[src/rtl/mlp_mac_datapath.sv]
// mlp_mac_datapath: int8 weight x activation MAC with ReLU/shift requantization and SRAM write-back.
// Build option MLP_MAC_SAT_EN: saturate the requantized value at 127 instead of keeping its low 8 bits.
module mlp_mac_datapath #(
    parameter int ACC_W = 24,
    parameter int SHIFT = 7
) (
    input  logic                    clk_i,
    input  logic                    rst_ni,
    input  logic                    w_ren_i,
    input  logic                    x_ren_i,
    input  logic                    x_sel_i,
    input  logic signed [7:0]       w_rdata_i,
    input  logic signed [7:0]       x_rdata0_i,
    input  logic signed [7:0]       x_rdata1_i,
    input  logic                    partial_sum_store_i,
    input  logic                    x_sram_write_back_i,
    output logic                    x_wen_o,
    output logic signed [7:0]       x_wdata_o,
    output logic signed [ACC_W-1:0] acc_o
);

    logic                    issue;
    logic                    valid_q, valid_d;
    logic                    x_sel_q, x_sel_d;
    logic signed [7:0]       x_mux;
    logic signed [15:0]      product;
    logic signed [ACC_W-1:0] product_ext;
    logic signed [ACC_W-1:0] store_sum;
    logic signed [ACC_W-1:0] acc_q, acc_d;
    logic [ACC_W-1:0]        relu;
    logic [ACC_W-1:0]        shifted;
    logic [7:0]              requant;
    logic [7:0]              result_q, result_d;
    logic                    x_wen_q, x_wen_d;

    // Only a paired weight/activation read forms a valid operand pair.
    assign issue   = w_ren_i & x_ren_i;
    assign valid_d = issue;
    assign x_sel_d = issue ? x_sel_i : x_sel_q;

    // Read data returns one cycle after the issue, so the bank is chosen by the select captured then.
    assign x_mux       = x_sel_q ? x_rdata1_i : x_rdata0_i;
    assign product     = w_rdata_i * x_mux;
    assign product_ext = {{(ACC_W-16){product[15]}}, product};

    // The sum seen by a store already includes a product arriving in the same cycle.
    assign store_sum = acc_q + (valid_q ? product_ext : {ACC_W{1'b0}});
    assign acc_d     = partial_sum_store_i ? {ACC_W{1'b0}} : store_sum;

    always_comb begin
        relu    = store_sum[ACC_W-1] ? {ACC_W{1'b0}} : store_sum;
        shifted = relu >> SHIFT;
`ifdef MLP_MAC_SAT_EN
        requant = (shifted > ACC_W'(127)) ? 8'd127 : shifted[7:0];
`else
        requant = shifted[7:0];
`endif
    end

`ifndef MLP_MAC_SAT_EN
    logic unused_shifted_hi;
    assign unused_shifted_hi = ^shifted[ACC_W-1:8];
`endif

    // Result updates on the same edge as the store, so a coincident write-back sees the new value.
    assign result_d = partial_sum_store_i ? requant : result_q;
    assign x_wen_d  = x_sram_write_back_i;

    always_ff @(posedge clk_i or negedge rst_ni) begin
        if (!rst_ni) begin
            valid_q  <= 1'b0;
            x_sel_q  <= 1'b0;
            acc_q    <= '0;
            result_q <= '0;
            x_wen_q  <= 1'b0;
        end else begin
            valid_q  <= valid_d;
            x_sel_q  <= x_sel_d;
            acc_q    <= acc_d;
            result_q <= result_d;
            x_wen_q  <= x_wen_d;
        end
    end

    assign x_wen_o   = x_wen_q;
    assign x_wdata_o = result_q;
    assign acc_o     = acc_q;

endmodule

[config.mk]
export PLATFORM = sky130hd
export DESIGN_NAME = mlp_mac_datapath
export DESIGN_NICKNAME = d
export VERILOG_FILES = /design/src/rtl/mlp_mac_datapath.sv
export SDC_FILE = /design/constraint.sdc
export NUM_CORES = 1
export LEC_CHECK = 0
export BUFFER_PORTS_ARGS = -buffer_cell sky130_fd_sc_hd__buf_4
export CAP_MARGIN = 10
export CORE_MARGIN = 5
export CORE_UTILIZATION = 49
export CTS_BUF_LIST = sky130_fd_sc_hd__clkbuf_8
export DETAILED_ROUTE_END_ITERATION = 8
export PLACE_DENSITY = 0.78
export SYNTH_ARGS = -nofsm -noshare
export SYNTH_HDL_FRONTEND = slang
export SYNTH_SLANG_ARGS = --single-unit
export TNS_END_PERCENT = 30
[constraint.sdc]
create_clock -name clk_i -period 8.2 [get_ports clk_i]
set_clock_uncertainty 0.2 [all_clocks]
set_input_delay 1.23 -clock clk_i [delete_from_list [all_inputs] [get_ports clk_i]]
set_output_delay 1.23 -clock clk_i [all_outputs]
set_load 0.005 [all_outputs]
==> results of run 1 <==
==> synthesized netlist by cell type <==
cell type  number
a2111oi_0       1
a211oi_1        5
a21o_1         14
a21oi_1        17
a311o_1         1
a31o_2          1
a31oi_1         8
a32oi_4         1
a41oi_1         1
and2_1         31
and2b_1         1
and3_1          3
clkbuf_1        7
dfrtp_1        35
fa_1           56
ha_1           52
inv_1          94
mux2_2          4
mux2i_1         7
nand2_1        25
nand2b_1        6
nand3_1         3
nand4_1         1
nor2_1         38
nor2b_1        33
nor3_1          4
o2111ai_2       1
o211a_1         2
o211ai_1        5
o211ai_2        1
o21a_1          6
o21ai_0        15
o21bai_1        2
o22a_1          1
o311ai_4        1
o31ai_1         6
o31ai_4         1
or2_2           4
or3_1           3
xnor2_1        23
xnor2_2         1
xor2_1         12
==> logic make-up (layout without fill, tap and decap cells) <==
| group | Yosys count | count (layout) |
|---|---|---|
| flip-flops | 35 | 35 |
| AND/OR/NAND/NOR | 152 | 152 |
| multiplexers | 11 | 11 |
| XOR/XNOR | 36 | 36 |
| AO/OA/AOI/OAI | 90 | 90 |
| buffers and inverters | 101 | 171 |
| adder cells (fa/ha/maj) | 108 | 108 |
==> layer usage <==
metal	vias up	routed length (um)
met3	20	470
met1	1889	4237
li1	1868	-
met2	102	5576
met4	0	133
met5	-	0
==> worst min-delay path, stage by stage (launching register included) <==
cell and delay (ns):
dfrtp_1 0.35, nand2_1 0.06, o31ai_1 0.06
==> power breakdown <==
part           leakage [nW]  total (mW)  switching (mW)  internal [mW]
sequential            0.467       0.247          0.0290          0.218
combinational          2.48        1.77           0.962          0.810
clock                0.0644       0.188          0.0666          0.121
total                  3.01        2.21            1.06           1.15
==> layout make-up <==
cell class,count,share of cell area
clock buffers,5,0.01202
flip-flops and latches,35,0.1530
clock inverters,3,0.01181
repair buffers,69,0.09051
well taps,133,0.02908
inverters,94,0.06165
multi-input cells,397,0.6419
==> worst min path at each step <==
| stage | from | to | slack [ns] | cells past startpoint |
|---|---|---|---|---|
| global placement | x_wdata_o[2] | x_wdata_o[2] | 0.27 | 2 |
| CTS | x_wdata_o[2] | x_wdata_o[2] | 0.30 | 2 |
| floorplan | x_wdata_o[0] | x_wdata_o[0] | 0.28 | 2 |
| detailed placement | x_wdata_o[2] | x_wdata_o[2] | 0.28 | 2 |
| global route | x_wdata_o[4] | x_wdata_o[4] | 0.31 | 2 |
| finish | x_wdata_o[2] | x_wdata_o[2] | 0.30 | 2 |
==> state kept, by name (all words and copies together), names as in the netlist <==
signal	cells
acc_o	24
valid_q	1
x_sel_q	1
x_wdata_o	8
x_wen_o	1
==> what timing repair did <==
item | 4_1_cts | 5_1_grt
resized for setup | 0 | 4
setup buffers | 0 | 1
endpoints found under the setup margin | 0 | 10
==> metrics by stage <==
stage / std cells / setup TNS (ns) / utilization / hold slack, ns / setup slack (ns)
after floorplan: 533 / 0 / - / 0.2752 / 0.6439
after global placement: 727 / 0 / 0.5693 / 0.2688 / 0.1469
after detailed placement: 727 / -0.06083 / 0.5693 / 0.2784 / -0.02101
after CTS: 735 / 0 / 0.5832 / 0.2972 / 0.1968
after global routing: 736 / -0.004830 / 0.5855 / 0.3145 / -0.004830
final: 736 / 0 / 0.5855 / 0.2960 / 0.3695
==> layout by cell type (no fill, tap or decap), types with 2 or more instances in the layout <==
cell,n
or2_2,4
a31oi_1,8
xnor2_1,23
a21o_1,14
dfrtp_1,35
o21bai_1,2
nand2_1,25
fa_1,55
a211oi_1,5
nor2b_1,33
nand3_1,3
o21a_1,6
buf_4,69
nand2b_1,6
ha_1,52
o31ai_1,6
and2_1,31
xor2_1,12
inv_1,94
a21oi_1,17
or3_1,3
and3_1,3
bufinv_16,2
o21ai_0,14
mux2i_1,7
mux2_2,4
clkbuf_8,5
nor3_1,4
nor2_1,38
o211a_1,2
o211ai_1,5
==> out/metrics.yaml, run 1 <==
outcome:
  outcome: "complete, no violations"
worst_setup_path:
  crit_path_start_kind: "input pin"
  cp-end-kind: "flip-flop"
  critical_path.top_delay_family: "adder cells"
  reg2reg_to: "x_wdata_o[0]"
  r2r_slack_ns: 0.65
  critPathMaxStageDelay_ns: 0.61
  path_common_cell: "inv_1"
  r2r_cells: 26
  cp_max_fo: 9
  crit_start: "x_rdata1_i[3]"
  worst_ep_arrival_time_ns: 7.82
  cp_num_cells: 27
  crit_slowest_cell: "fa_2"
  setup.worst_path.class: "input pin to flip-flop"
  rr_startpoint: "x_sel_q"
  crit_required_ns: 8.19
  worstSetupEndpoint: "x_wdata_o[0]"
  path_buf_inv: 5
clocking:
  cts_hold_buffers: 0
  cts_made_buffers: 5
  cts.htree.levels: 2
  cts_tree: "done"
  clock_latency_ns: 0.30
  root_buffer: "clkbuf_8"
  clk_pin_slew_ns: 0.07
  cts_buffer_depth: 2
  clock_sinks: 35
run:
  drv_cap: 0
placed_design:
  dpl.hpwl_um: 8722
  place_area_um2: 5564
  gp_congestion: 0.9001
  port_buffers: 63
cells_and_area:
  multi_input_area_um2: 3674
  area_growth_pct: 16.48
  fill_cells: 857
  final_area_um2: 5723
  final-seq-area_um2: 875.8
  layout.nets: 741
  drive_gt1_frac: 0.1559
  n_antenna_cell: 0
synthesis:
  ys_warn_count: 0
  synth_area_leader_cell: "fa_1"
  synth_top_family_by_area: "adder cells"
  synthAdderAreaFrac: 0.3606
  synthesis.instances: 533
  ys_ff_latch: 35
  yosysUniqueCellTypes: 42
  synth-simple-area-share: 0.1599
  synth_seq_area_share: 0.1783
  synth_area_leaders: "fa_1 23%, dfrtp_1 18%, ha_1 13%"
  synth_xor_area_frac: 0.06570
  synth_compound_area_frac: 0.1350
  syn-cell-area_um2: 4913
  syn_area_per_cell_um2: 9.219
  synth.top_cell.area_share: 0.2282
  synth.area.mux_share: 0.02343
  synthesis.nets: 672
route:
  wl_um: 10420
  first_pass_iters: 5
  vias_per_cell: 5.270
  wl_per_cell_um: 14.15
  postRouteAntennaNets: 0
  via_count: 3879
  drc: 0
  drtIter0Drc: 153
pwr:
  vdd_drop_max_v: 0.0002222
  p_per_area_nw_per_um2: 385.6
  power.leakage_nw: 3.007
  power_mw: 2.207
grt:
  met1_usage: 0.2311
  busiest_layer: "met2"
  grt_max_degree: 36
  grt_usage: 0.1840
  use_met3: 0.02504
  grt_antenna_before_repair: 0
  grt_pass1_vias: 3933
  grt_pass1_wl_um: 17880
  met2_usage: 0.3354
  overflow: 0
timing:
  setup_viol: 0
  relSlewSlack: 0.6786
  hold_violations: 0
  worst_slew_pin_slew_ns: 0.4699
  fmax_ghz: 0.1277
  slew_violations: 0
  period_share: 0.9549
  post-route-min-period_ns: 7.831
min_path:
  min_path_type: "flip-flop to flip-flop"
floorplan:
  rows: 36
  dieWidth_um: 110.1
  initial_utilization: 0.5027
  dieArea_um2: 12130
  pin_count: 64
  chipHeight_um: 110.1
  core_area_um2: 9774
No activity file was read; power rests on OpenSTA's default activity.
==> run 2, diff against run 1 <==
--- a/config.mk
+++ b/config.mk
@@ -12,6 +12,7 @@
 export CTS_BUF_LIST = sky130_fd_sc_hd__clkbuf_8
 export DETAILED_ROUTE_END_ITERATION = 8
 export PLACE_DENSITY = 0.78
+export RECOVER_POWER = 25
 export SYNTH_ARGS = -nofsm -noshare
 export SYNTH_HDL_FRONTEND = slang
 export SYNTH_SLANG_ARGS = --single-unit
==> run 2 against run 1 <==
The run now ends with max-capacitance violations, max-slew violations left. Final area about the same. Sequential share of layout area hardly changed. Via count fell by 0.28%. Utilization about the same. Fmax decreased by 0.26%. Global-route usage stayed put. Largest power group unchanged.
==> out/metrics.yaml, run 2 (synthesized netlist as in run 1, its figures left out) <==
outcome:
  outcome: "complete, but fails checks"
  violations: "max-capacitance violations, max-slew violations"
route:
  postRouteAntennaNets: 0
  via_count: 3868
  wl_per_cell_um: 14.11
  vias_per_cell: 5.255
  drtIter0Drc: 151
  drc: 0
  first_pass_iters: 6
  wl_um: 10380
timing:
  fin_ws_ns: 0.3491
  slew_violations: 36
  post-route-min-period_ns: 7.851
  worst_slew_pin_slew_ns: 1.847
  relSlewSlack: -0.2313
  fmax_ghz: 0.1274
  hold_violations: 0
  setup_viol: 0
  period_share: 0.9574
worst_setup_path:
  path_common_cell: "inv_1"
  critPathMaxStageDelay_ns: 0.61
  cp-end-kind: "flip-flop"
  crit_required_ns: 8.19
  cp_max_fo: 9
  r2r_slack_ns: 0.63
  r2r_cells: 26
  crit_slowest_cell: "fa_2"
  worst_ep_arrival_time_ns: 7.84
  crit_path_start_kind: "input pin"
  setup.worst_path.class: "input pin to flip-flop"
clocking:
  cts_buffer_depth: 2
  clock_latency_ns: 0.30
  clk_pin_slew_ns: 0.07
  cts_made_buffers: 5
  clock_sinks: 35
  root_buffer: "clkbuf_8"
  cts.htree.levels: 2
  cts_tree: "done"
pwr:
  p_per_area_nw_per_um2: 385.7
  vdd_drop_max_v: 0.0002231
  power.leakage_nw: 3.003
cells_and_area:
  final_area_um2: 5719
  area_growth_pct: 16.40
  largest_register_ffs: 24
  final_cell_mix: "94 x inv_1, 67 x buf_4, 55 x fa_1"
  layout.nets: 741
  layout_commonest_cell: "inv_1"
  n_antenna_cell: 0
  drive_gt1_frac: 0.1542
grt:
  grt_pass1_wl_um: 17880
  grt_antenna_before_repair: 0
  grt_max_degree: 36
  overflow: 0
  grt_pass1_vias: 3933
  grt_usage: 0.1840
floorplan:
  chipHeight_um: 110.1
  core_area_um2: 9774
  initial_utilization: 0.5027
  dieWidth_um: 110.1
  dieArea_um2: 12130
  rows: 36
  pin_count: 64
placed_design:
  dp_slack_ns: -0.02101
  port_buffers: 63
  place_area_um2: 5564
  dpl.hpwl_um: 8722
  gp_congestion: 0.9001
min_path:
  min_path_type: "flip-flop to flip-flop"
  hold_depth: 2
run:
  drv_cap: 1
[run 2: through the flow]
stage	setup TNS, ns	power (mW)	utilization	cells	hold slack [ns]
3_3_place_gp	0	1.944	0.5693	727	0.2688
3_5_place_dp	-0.06083	2.002	0.5693	727	0.2784
4_1_cts	0	2.206	0.5832	735	0.2972
6_report	0	2.206	0.5851	736	0.2951
2_1_floorplan	0	1.628	-	533	0.2752
5_1_grt	-0.004830	2.475	0.5851	736	0.3145
[run 2: layer usage]
| layer | vias to the layer above | routed length (um) | global-route usage | share of wire |
|---|---|---|---|---|
| met5 | - | 0 | 0 | 0 |
| met4 | 0 | 169 | 0.04222 | 0.016 |
| met3 | 20 | 413 | 0.02504 | 0.040 |
| met2 | 93 | 5542 | 0.3354 | 0.53 |
| met1 | 1884 | 4258 | 0.2311 | 0.41 |
| li1 | 1871 | - | - | - |
[run 2: what timing repair did]
action                                  4_1_cts  5_1_grt
hold buffers                                  0        0
endpoints found under the setup margin        0       10
setup buffers                                 0        1
gates resized for setup                       0        4
[run 2: layout make-up]
cell class	count	area, um2
Clock buffer	5	68.82
Fill cell	859	4055
Clock inverter	3	67.56
Multi-Input combinational cell	397	3674
Sequential cell	35	875.8
Inverter	94	352.8
Timing Repair Buffer	69	514.2
Tap cell	133	166.4
[run 2: path summary, 6_finish.rpt]
kind,end,start
setup / recovery,x_wdata_o[0],x_rdata1_i[3]
hold / removal,x_wdata_o[3],x_wdata_o[3]
min in group asynchronous,acc_o[20],rst_ni
hold reg to reg,x_wdata_o[3],x_wdata_o[3]
setup reg to reg,x_wdata_o[0],x_sel_q
max in group asynchronous,acc_o[9],rst_ni
[run 2: report_power, final]
group	switching (mW)	leakage [nW]	internal, mW
registers	0.0291	0.467	0.218
clock network	0.0670	0.0644	0.121
logic	0.961	2.47	0.810
total	1.06	3.00	1.15
[run 2: worst max-delay path, delay by kind of cell]
family                   cells  cell delay, ns
AO/OA/AOI/OAI                9            1.88
XOR/XNOR                     2            0.30
adder cells (fa/ha/maj)      6            2.92
buffers and inverters        5            0.38
multiplexers                 1            0.32
AND/OR/NAND/NOR              4            0.79
